$ cat src/rtl/bp_be_acc_mem_fwd_arbiter.sv
// Two-requester arbiter for the accelerator's BedRock memory forward/reverse
// channel pair. Forward messages are granted round-robin at message
// granularity and locked until their last beat; an issue-order FIFO routes
// the in-order reverse responses back to the requester that sent each one.
// Header widths and the size-field position are normally derived from the
// processor configuration; here they are plain parameters.
module bp_be_acc_mem_fwd_arbiter #(
  parameter int credits_p               = 8,
  parameter int mem_fwd_header_width_lp = 64,
  parameter int mem_rev_header_width_lp = 64,
  parameter int bedrock_fill_width_p    = 64,
  parameter int fwd_size_lsb_p          = 0,
  parameter int rev_size_lsb_p          = 0
) (
  input  logic                                 clk_i,
  input  logic                                 reset_n_i,
  input  logic [2*mem_fwd_header_width_lp-1:0] req_header_i,
  input  logic [2*bedrock_fill_width_p-1:0]    req_data_i,
  input  logic [1:0]                           req_v_i,
  output logic [1:0]                           req_ready_and_o,
  output logic [mem_fwd_header_width_lp-1:0]   mem_fwd_header_o,
  output logic [bedrock_fill_width_p-1:0]      mem_fwd_data_o,
  output logic                                 mem_fwd_v_o,
  input  logic                                 mem_fwd_ready_and_i,
  input  logic [mem_rev_header_width_lp-1:0]   mem_rev_header_i,
  input  logic [bedrock_fill_width_p-1:0]      mem_rev_data_i,
  input  logic                                 mem_rev_v_i,
  output logic                                 mem_rev_ready_and_o,
  output logic [2*mem_rev_header_width_lp-1:0] rsp_header_o,
  output logic [2*bedrock_fill_width_p-1:0]    rsp_data_o,
  output logic [1:0]                           rsp_v_o,
  input  logic [1:0]                           rsp_ready_and_i,
  output logic                                 busy_o
);

  localparam int FW = mem_fwd_header_width_lp;
  localparam int RW = mem_rev_header_width_lp;
  localparam int CW = $clog2(credits_p + 1);
  localparam int PW = (credits_p > 1) ? $clog2(credits_p) : 1;

  typedef enum logic {IDLE = 1'b0, LOCK = 1'b1} state_e;

  // Index of the final beat for a message of 2^size bytes (at least one beat).
  function automatic logic [4:0] last_beat(input logic [2:0] size);
    int beats;
    beats = (8 << size) / bedrock_fill_width_p;
    if (beats == 0) beats = 1;
    return 5'(beats - 1);
  endfunction

  state_e          state_q, state_d;
  logic            owner_q, owner_d;
  logic            rr_ptr_q, rr_ptr_d;
  logic [4:0]      fwd_cnt_q, fwd_cnt_d;
  logic [4:0]      rev_cnt_q, rev_cnt_d;
  logic [CW-1:0]   credits_used_q, credits_used_d;
  logic [PW-1:0]   wr_ptr_q, wr_ptr_d, rd_ptr_q, rd_ptr_d;
  logic [credits_p-1:0] order_q;

  logic            credit_avail, fwd_en, winner, sel, fwd_hs, fwd_last, grant;
  logic            fifo_v, head, rev_hs, rev_last, complete;
  logic [FW-1:0]   fwd_hdr;

  // Forward selection and pass-through muxing.
  always_comb begin
    // NOTE: every combinational output gets a default first so no path can infer a latch.
    credit_avail    = credits_used_q < CW'(credits_p);
    fwd_en          = (state_q == LOCK) | credit_avail;
    winner          = (req_v_i[0] & req_v_i[1]) ? rr_ptr_q : req_v_i[1];
    sel             = (state_q == LOCK) ? owner_q : winner;
    fwd_hdr         = sel ? req_header_i[2*FW-1:FW] : req_header_i[FW-1:0];
    mem_fwd_header_o = fwd_hdr;
    mem_fwd_data_o  = sel ? req_data_i[2*bedrock_fill_width_p-1:bedrock_fill_width_p]
                          : req_data_i[bedrock_fill_width_p-1:0];
    mem_fwd_v_o     = reset_n_i & req_v_i[sel] & fwd_en;
    req_ready_and_o = 2'b00;
    req_ready_and_o[sel] = reset_n_i & fwd_en & mem_fwd_ready_and_i;
    fwd_hs          = mem_fwd_v_o & mem_fwd_ready_and_i;
    fwd_last        = fwd_cnt_q == last_beat(fwd_hdr[fwd_size_lsb_p +: 3]);
  end

  // Forward FSM: grant in IDLE, hold ownership in LOCK until the last beat.
  always_comb begin
    state_d   = state_q;
    owner_d   = owner_q;
    rr_ptr_d  = rr_ptr_q;
    fwd_cnt_d = fwd_cnt_q;
    grant     = 1'b0;
    if (fwd_hs) begin
      if (state_q == IDLE) begin
        grant    = 1'b1;
        owner_d  = winner;
        rr_ptr_d = ~winner;
        if (!fwd_last) begin
          state_d   = LOCK;
          fwd_cnt_d = 5'd1;
        end
      end else if (fwd_last) begin
        state_d   = IDLE;
        fwd_cnt_d = '0;
      end else begin
        fwd_cnt_d = fwd_cnt_q + 5'd1;
      end
    end
  end

  // Reverse routing from the order FIFO head, credit and pointer bookkeeping.
  always_comb begin
    fifo_v              = credits_used_q != '0;
    head                = order_q[rd_ptr_q];
    rsp_header_o        = {mem_rev_header_i, mem_rev_header_i};
    rsp_data_o          = {mem_rev_data_i, mem_rev_data_i};
    rsp_v_o             = 2'b00;
    rsp_v_o[head]       = reset_n_i & mem_rev_v_i & fifo_v;
    mem_rev_ready_and_o = reset_n_i & fifo_v & rsp_ready_and_i[head];
    rev_hs              = mem_rev_v_i & mem_rev_ready_and_o;
    rev_last            = rev_cnt_q == last_beat(mem_rev_header_i[rev_size_lsb_p +: 3]);
    complete            = rev_hs & rev_last;
    rev_cnt_d           = rev_cnt_q;
    if (rev_hs) rev_cnt_d = rev_last ? '0 : rev_cnt_q + 5'd1;
    credits_used_d = credits_used_q;
    if (grant & ~complete) credits_used_d = credits_used_q + CW'(1);
    if (~grant & complete) credits_used_d = credits_used_q - CW'(1);
    wr_ptr_d = wr_ptr_q;
    if (grant) wr_ptr_d = (wr_ptr_q == PW'(credits_p - 1)) ? '0 : wr_ptr_q + PW'(1);
    rd_ptr_d = rd_ptr_q;
    if (complete) rd_ptr_d = (rd_ptr_q == PW'(credits_p - 1)) ? '0 : rd_ptr_q + PW'(1);
    busy_o = (state_q == LOCK) | fifo_v;
  end

  // Control state registers.
  always_ff @(posedge clk_i or negedge reset_n_i) begin
    // NOTE: sequential state uses non-blocking assignments so all flops update from pre-edge values.
    if (!reset_n_i) begin
      state_q        <= IDLE;
      owner_q        <= 1'b0;
      rr_ptr_q       <= 1'b0;
      fwd_cnt_q      <= '0;
      rev_cnt_q      <= '0;
      credits_used_q <= '0;
      wr_ptr_q       <= '0;
      rd_ptr_q       <= '0;
    end else begin
      state_q        <= state_d;
      owner_q        <= owner_d;
      rr_ptr_q       <= rr_ptr_d;
      fwd_cnt_q      <= fwd_cnt_d;
      rev_cnt_q      <= rev_cnt_d;
      credits_used_q <= credits_used_d;
      wr_ptr_q       <= wr_ptr_d;
      rd_ptr_q       <= rd_ptr_d;
    end
  end

  // Order FIFO storage: records which requester each granted message came from.
  always_ff @(posedge clk_i) begin
    // NOTE: storage is not reset; the occupancy count (credits_used_q) alone decides validity.
    if (grant) order_q[wr_ptr_q] <= winner;
  end

`ifndef SYNTHESIS
  // A reverse beat with nothing outstanding means the memory side is out of step.
  always @(posedge clk_i) begin
    if (reset_n_i) begin
      assert (!(mem_rev_v_i && !fifo_v))
        else $error("reverse beat arrived with no outstanding forward message");
    end
  end
`endif

endmodule
$ cat config.mk
export PLATFORM = sky130hd
export DESIGN_NAME = bp_be_acc_mem_fwd_arbiter
export DESIGN_NICKNAME = d
export VERILOG_FILES = /design/src/rtl/bp_be_acc_mem_fwd_arbiter.sv
export SDC_FILE = /design/constraint.sdc
export NUM_CORES = 1
export LEC_CHECK = 0
export BUFFER_PORTS_ARGS = -buffer_cell sky130_fd_sc_hd__buf_2
export CORE_AREA = 2 2 304 306
export CTS_CLUSTER_SIZE = 10
export DETAILED_ROUTE_END_ITERATION = 8
export DIE_AREA = 0 0 306 308
export MAX_ROUTING_LAYER = met4
export PLACE_DENSITY = 0.34
export SYNTH_ARGS = -nofsm -noshare
export SYNTH_HDL_FRONTEND = slang
export SYNTH_SLANG_ARGS = --single-unit
$ cat constraint.sdc
create_clock -name clk_i -period 4.1 [get_ports clk_i]
set_input_delay 0.41 -clock clk_i [delete_from_list [all_inputs] [get_ports clk_i]]
set_output_delay 0.41 -clock clk_i [all_outputs]
set_load 0.02 [all_outputs]
Word level (Yosys, flattened, before mapping)
Cells that the tools add are included.
Widths: inputs -> output; s select.
{"block": "totals", "regBits": 31, "input_bits": 392, "output_inout_bits": 391, "elab_cells": 99}
{"block": "op_classes", "n_addsub": 10, "n_lt_le_gt_ge": 8, "eq_ne": 5, "shifts": 2, "mux": 30, "bitwise": 24, "n_reduce_logical": 11}
{"operator": "$mux 64", "n": 2}
{"operator": "$add 32x1->32", "n": 2}
{"operator": "$logic_not 32->1", "n": 2}
{"operator": "$shl 4x3->32 const A", "n": 2}
{"operator": "$mux 5", "n": 6}
{"operator": "$and 1x1->1", "n": 16}
{"operator": "$mux 1", "n": 13}
{"operator": "$reduce_or 6->1", "n": 2}
{"operator": "$add 5x1->5 const B", "n": 2}
{"operator": "$eq 5x5->1", "n": 2}
{"operator": "$sub 5x2->5 const B", "n": 2}
{"operator": "$bwmux 8", "n": 1}
{"operator": "$lt 3x4->1 const B", "n": 2}
{"operator": "$mux 4", "n": 2}
{"operator": "$add 3x1->3 const B", "n": 2}
{"operator": "$eq 3x3->1 const B", "n": 2}
{"operator": "$mux 3", "n": 2}
{"operator": "$add 4x1->4 const B", "n": 1}
{"operator": "$and 2x2->2", "n": 2}
{"operator": "$lt 1x2->1 const B", "n": 2}
{"operator": "$lt 4x4->1 const B", "n": 1}
{"operator": "$not 1->1", "n": 4}
{"operator": "$reduce_and 2->1", "n": 2}
{"operator": "$reduce_bool 4->1", "n": 1}
{"operator": "10 further kinds", "n": 15}

Logic depth before layout (Yosys ltp)
{"block": "logic_depth", "word_depth": 14, "mapped_depth": 16, "mapped_depth_nobuf": 15}

Least setup slack after synthesis
Ideal clock, no wire load.
{"block": "synth_path", "path_kind": "input -> register", "from": "in mem_rev_header_i[0]", "to": "reg credits_used_q[3]", "t_arrival_ns": 3.005, "required_ns": 3.978, "slack_ns": 0.972, "path_stages": 15, "n_path_buf": 0, "path_cell_list": "nor2_1 nand2_1 ha_1 xor2_1 mux2i_1 a31oi_1 or4_4 nor2_8 ha_1 ha_1 a21o_1 a21oi_1 xnor2_1 nor2_1 xnor2_1"}
{"block": "synth_between", "elab_chain_cells": 12}
{"item": "start: declaration", "line_no": "25", "rtl": "input logic [mem_rev_header_width_lp-1:0] mem_rev_header_i,"}
{"item": "$shl 4x3->32 *", "line_no": "46", "rtl": "beats = (8 << size) / bedrock_fill_width_p;"}
{"item": "$reduce_or 6->1 (no source line)"}
{"item": "$and 1x1->1 (no source line)"}
{"item": "$add 32x1->32 (no source line) *"}
{"item": "$logic_not 32->1", "line_no": "47", "rtl": "if (beats == 0) beats = 1;"}
{"item": "$mux 5 *", "line_no": "47"}
{"item": "$sub 5x2->5 *", "line_no": "48", "rtl": "return 5'(beats - 1);"}
{"item": "$eq 5x5->1 *", "line_no": "117", "rtl": "rev_last = rev_cnt_q == last_beat(mem_rev_header_i[rev_size_lsb_p +: 3]);"}
{"item": "$and 1x1->1 *", "line_no": "118", "rtl": "complete = rev_hs & rev_last;"}
{"item": "via complete", "line_no": "61", "rtl": "logic fifo_v, head, rev_hs, rev_last, complete;"}
{"item": "$not 1->1", "line_no": "122", "rtl": "if (grant & ~complete) credits_used_d = credits_used_q + CW'(1);"}
{"item": "$and 1x1->1", "line_no": "122"}
{"item": "$reduce_bool 2->1 (no source line)"}
{"item": "end signal: assignment", "line_no": "149", "rtl": "credits_used_q <= credits_used_d;"}
{"item": "end: declaration", "line_no": "56", "rtl": "logic [CW-1:0] credits_used_q, credits_used_d;"}
The timed path passes the listed nets; every way through them passes the cells marked *.
A chain may end at the register's enable or synchronous reset.

Final worst setup path
{"block": "layout_path", "from": "reg rd_ptr_q[0]", "to": "reg credits_used_q[3]"}
{"block": "layout_between", "elab_chain_cells": 10}
{"item": "start: declaration", "line_no": "57", "rtl": "logic [PW-1:0] wr_ptr_q, wr_ptr_d, rd_ptr_q, rd_ptr_d;"}
{"item": "start signal: assignment", "line_no": "151", "rtl": "rd_ptr_q <= rd_ptr_d;"}
{"item": "$bmux 1 s3 *", "line_no": "110", "rtl": "head = order_q[rd_ptr_q];"}
{"item": "$mux 1 (implied by the code) *", "line_no": "110"}
{"item": "$mux 1 (implied by the code) * (2 in series)", "line_no": "115", "rtl": "mem_rev_ready_and_o = reset_n_i & fifo_v & rsp_ready_and_i[head];"}
{"item": "$and 1x1->1 *", "line_no": "115"}
{"item": "$and 1x1->1 *", "line_no": "116", "rtl": "rev_hs = mem_rev_v_i & mem_rev_ready_and_o;"}
{"item": "$and 1x1->1 *", "line_no": "118"}
{"item": "via complete", "line_no": "61"}
{"item": "$not 1->1", "line_no": "122"}
{"item": "$and 1x1->1", "line_no": "122"}
{"item": "$reduce_bool 2->1 (no source line)"}
The timed path passes the listed nets; every way through them passes the cells marked *. The select of a mux whose other input is x is not followed.

==> results.md <==
- Vias in the first global route: 5363
- Final min period: 3.348 ns
- Most used DFF post-synth: dfrtp_1
- Rows: about 110
- Gr usage total: under 10%
- Pint: approximately 1.2 mW
- Register bit total from synthesis: 31
- Most frequent cells in the layout: buf_2, nand2_1, dfrtp_1
- Net Sw Power: 1.166 mW
- Post-Synth Adder-Cell Area: under 10%
- Via Count: 5716
- Final net count: 1408
- Root Driver: clkbuf_16
- XOR/XNOR Fraction of Synth Area: 1.746%
- GP Congestion: 0.7560
- Dpl ws: 0.5926 ns
- Mux cell area share after synthesis: around 3.6%
- Final instance area: 7233 sq um
- GRT overflow: 0
- Fmax: 0.2987 GHz
- Sw Ratio: 49.33%
- Die ar.: around 94000 sq um
- Run status: completed
- Critical-path top delay cell: mux4_1
- Syn nets: 1279
- 1st-pass router iterations: 4
- Clk pwr share: between 20% and 30%
- Period Utilization, post-route: 81.65%
- Synthesis Warnings: 0
- EDFF count, synth: 8
- Unrepaired setup endpoints after global routing: no
- Fill count: 10790
- # port buffers: around 410
- Die Span Y: 308 um
- Largest net degree at the start of global routing: 133
- Final setup violation count: 0
- Drt via density: 2.608
- Req. time, crit path: between 4 and 5 ns
- Routed len/inst: around 17 um
- Post-route DRC: 0
- Layout area overhead: 31.06%
- Final hold vios: 0
- Final ANT Viol Nets: 0
- Netlist cell types: 49
- Worst EP arrival: 3.50 ns
- Kind of start point of the critical path: flop
- Die Wd: 306 um
- Setup ws final: 0.7525 ns
- Total wire length: 36.25 mm
- Register area: 815.8 sq um
- TritonCTS clock tree: yes
- HPWL after DPL: 32.15 mm
- Most common cell after layout, fill and taps aside: buf_2
- Register area share after synthesis: 14.78%
- Ys async rst share: approximately three quarters
- PD cells: 326.7 nW/um^2
- Main combinational cell family by area after synthesis: buffers and inverters
- Syn Area/Cell: 6.307 sq um
- VDD IR max: approximately 0.16 mV
- Clk_lat worst skew: about 0.27 ns
- Area after DPL: 7042 sq um
- First-pass GRT wire length: 45.82 mm
- I/O pin total: between 700 and 800
- Pleak: 3.802 nW
- Hold WS: 0.06636 ns
- CTS sink cnt: 31
- Post-synthesis cell count: about 880
- Post-synthesis compound-gate area fraction: 4.920%
- Netlist Area Pre-Place: roughly 5500 sq um
- CP Class: flop to flop
- Worst setup EP type: flop
- TritonCTS buffer count: 5
- Initial Util: 6.067%
- Worst path max stage delay: about 0.6 ns
- # H-tree levels: 2
- Post-CTS Setup Repair Bufs: 0
- Simple-gate share of the synthesized area: approximately 34%
- Hold crit path type: input pin to async pin
- Worst slew pin tran: 0.7423 ns
- Clock slew at reported path FFs: 0.05 ns
- Clk buf depth: 2
- Final setup TNS: 0 ns
- CTS Hold Bufs: 0
- Logic pwr share: between 60% and 70%
- Core Region: a little over 90000 sq um
- Starting DRT DRC Count: 243
- Initial antenna violation count: 18
- Final Max Slew Viols: 0
- DP Cell Count: 2183
- Ratio of cells with drive above 1 in the final layout: between 40% and 50%
- Layout Cells excl Fill: 2192
- Crit path max fanout: 7
- Clock Skews: 0.004682 ns
- Max Cap Viol: 0
- CTS resizes: 0
- Worst path cell trace: mux4_1 > mux2i_2 > mux2i_1 > or2_1 > nor2_8 > ha_1 > ha_1 > a21o_1 > a21oi_1 > xnor2_1 > nor2_1 > xnor2_1
- Relative slew slack: 50.51%
- Seq pwr share: 17.4%
- Area of the multi-input gates: 2618 sq um
[worst paths after layout]
check	from	to	slack, ns	depth (start not counted)
worst min-delay path	reset_n_i	rd_ptr_q[2]	0.07	1
max in group asynchronous	reset_n_i	credits_used_q[2]	3.54	2
worst min register to register	rr_ptr_q	rr_ptr_q	0.49	1
worst max register to register	rd_ptr_q[0]	credits_used_q[3]	0.75	12
min in group clk_i	req_v_i[1]	owner_q	0.48	3
worst max-delay path	rd_ptr_q[0]	credits_used_q[3]	0.75	12
[synthesized netlist by cell type (all sizes together) (2+ instances only)]
| cell | count | area share [%] |
|---|---|---|
| nand2 | 403 | 27 |
| buf | 262 | 36 |
| clkbuf | 28 | 1.9 |
| dfrtp | 23 | 10 |
| nor2 | 19 | 1.6 |
| nor3 | 15 | 1.4 |
| o21ai | 14 | 1.3 |
| ha | 11 | 2.5 |
| inv | 10 | 0.68 |
| edfxtp | 8 | 4.4 |
| mux2 | 7 | 1.6 |
| nand3 | 7 | 0.63 |
| nand2b | 6 | 0.68 |
| xnor2 | 6 | 0.95 |
| a21o | 5 | 0.68 |
| a22o | 5 | 0.79 |
| and3 | 5 | 0.57 |
| mux2i | 5 | 0.97 |
| xor2 | 5 | 0.79 |
| nor2b | 4 | 0.59 |
| o211ai | 4 | 0.54 |
| or2 | 3 | 0.34 |
| a211oi | 2 | 0.36 |
| a21oi | 2 | 0.18 |
| a22oi | 2 | 0.27 |
| mux4 | 2 | 0.95 |
| nand3b | 2 | 0.27 |
| nor4 | 2 | 0.23 |
| or4 | 2 | 0.34 |
[area by class of cell]
class / instances / share of cell area (%)
clock inverters: 2 / 0.8303
diodes: 1 / 0.03460
flip-flops and latches: 31 / 11.28
multi-input cells: 544 / 36.19
inverters: 10 / 0.5189
well taps: 1186 / 20.52
clock buffers: 6 / 1.782
repair buffers: 412 / 28.85
[sequential cells by signal, indices dropped and copies added, names as in the netlist, 3 cells and up]
| register | flops |
|---|---|
| credits_used_q | 4 |
| fwd_cnt_q | 5 |
| order_q | 8 |
| rd_ptr_q | 3 |
| rev_cnt_q | 5 |
| wr_ptr_q | 3 |
[logic make-up (layout without fill, tap and decap cells)]
kind of cell / count (synthesis) / count (layout)
and+or+nand+nor: 468 / 468
DFF: 31 / 31
other: 0 / 1
buffers and inverters: 300 / 430
AOI/OAI and AO/OA: 39 / 39
muxes: 14 / 14
xor gates and xnor gates: 11 / 11
adders and majority gates: 12 / 12
[per-layer routing]
| layer | vias to the layer above | wire length (um) | track usage (%) |
|---|---|---|---|
| met3 | 48 | 6824 | 6.026 |
| met2 | 533 | 15090 | 10.53 |
| li1 | 2727 | - | - |
| met4 | 0 | 566 | 0.9738 |
| met5 | - | 0 | - |
| met1 | 2408 | 13760 | 7.874 |
[critical path, delay by kind of cell, from the launching register on]
kind                       cells  cell delay [ns]
adders and majority gates      2             0.51
AOI/OAI and AO/OA              2             0.34
and+or+nand+nor                3             0.58
xor gates and xnor gates       2             0.26
DFF                            1             0.44
muxes                          3             1.09
[power groups by stage]
stage	Combinational (mW)	Clock, mW	Sequential [mW]
6_report	1.47	0.478	0.411
5_1_grt	1.63	0.505	0.420
4_1_cts	1.51	0.493	0.411
3_5_place_dp	1.50	0	0.415
3_3_place_gp	1.51	0	0.418
2_1_floorplan	1.24	0	0.400
[stage by stage]
step	total power, mW	util, %
2_1_floorplan	1.644	-
3_3_place_gp	1.932	7.741
3_5_place_dp	1.918	7.741
4_1_cts	2.412	7.949
5_1_grt	2.553	7.951
6_report	2.363	7.951
Note: power is estimated with default switching activity, not from simulation.
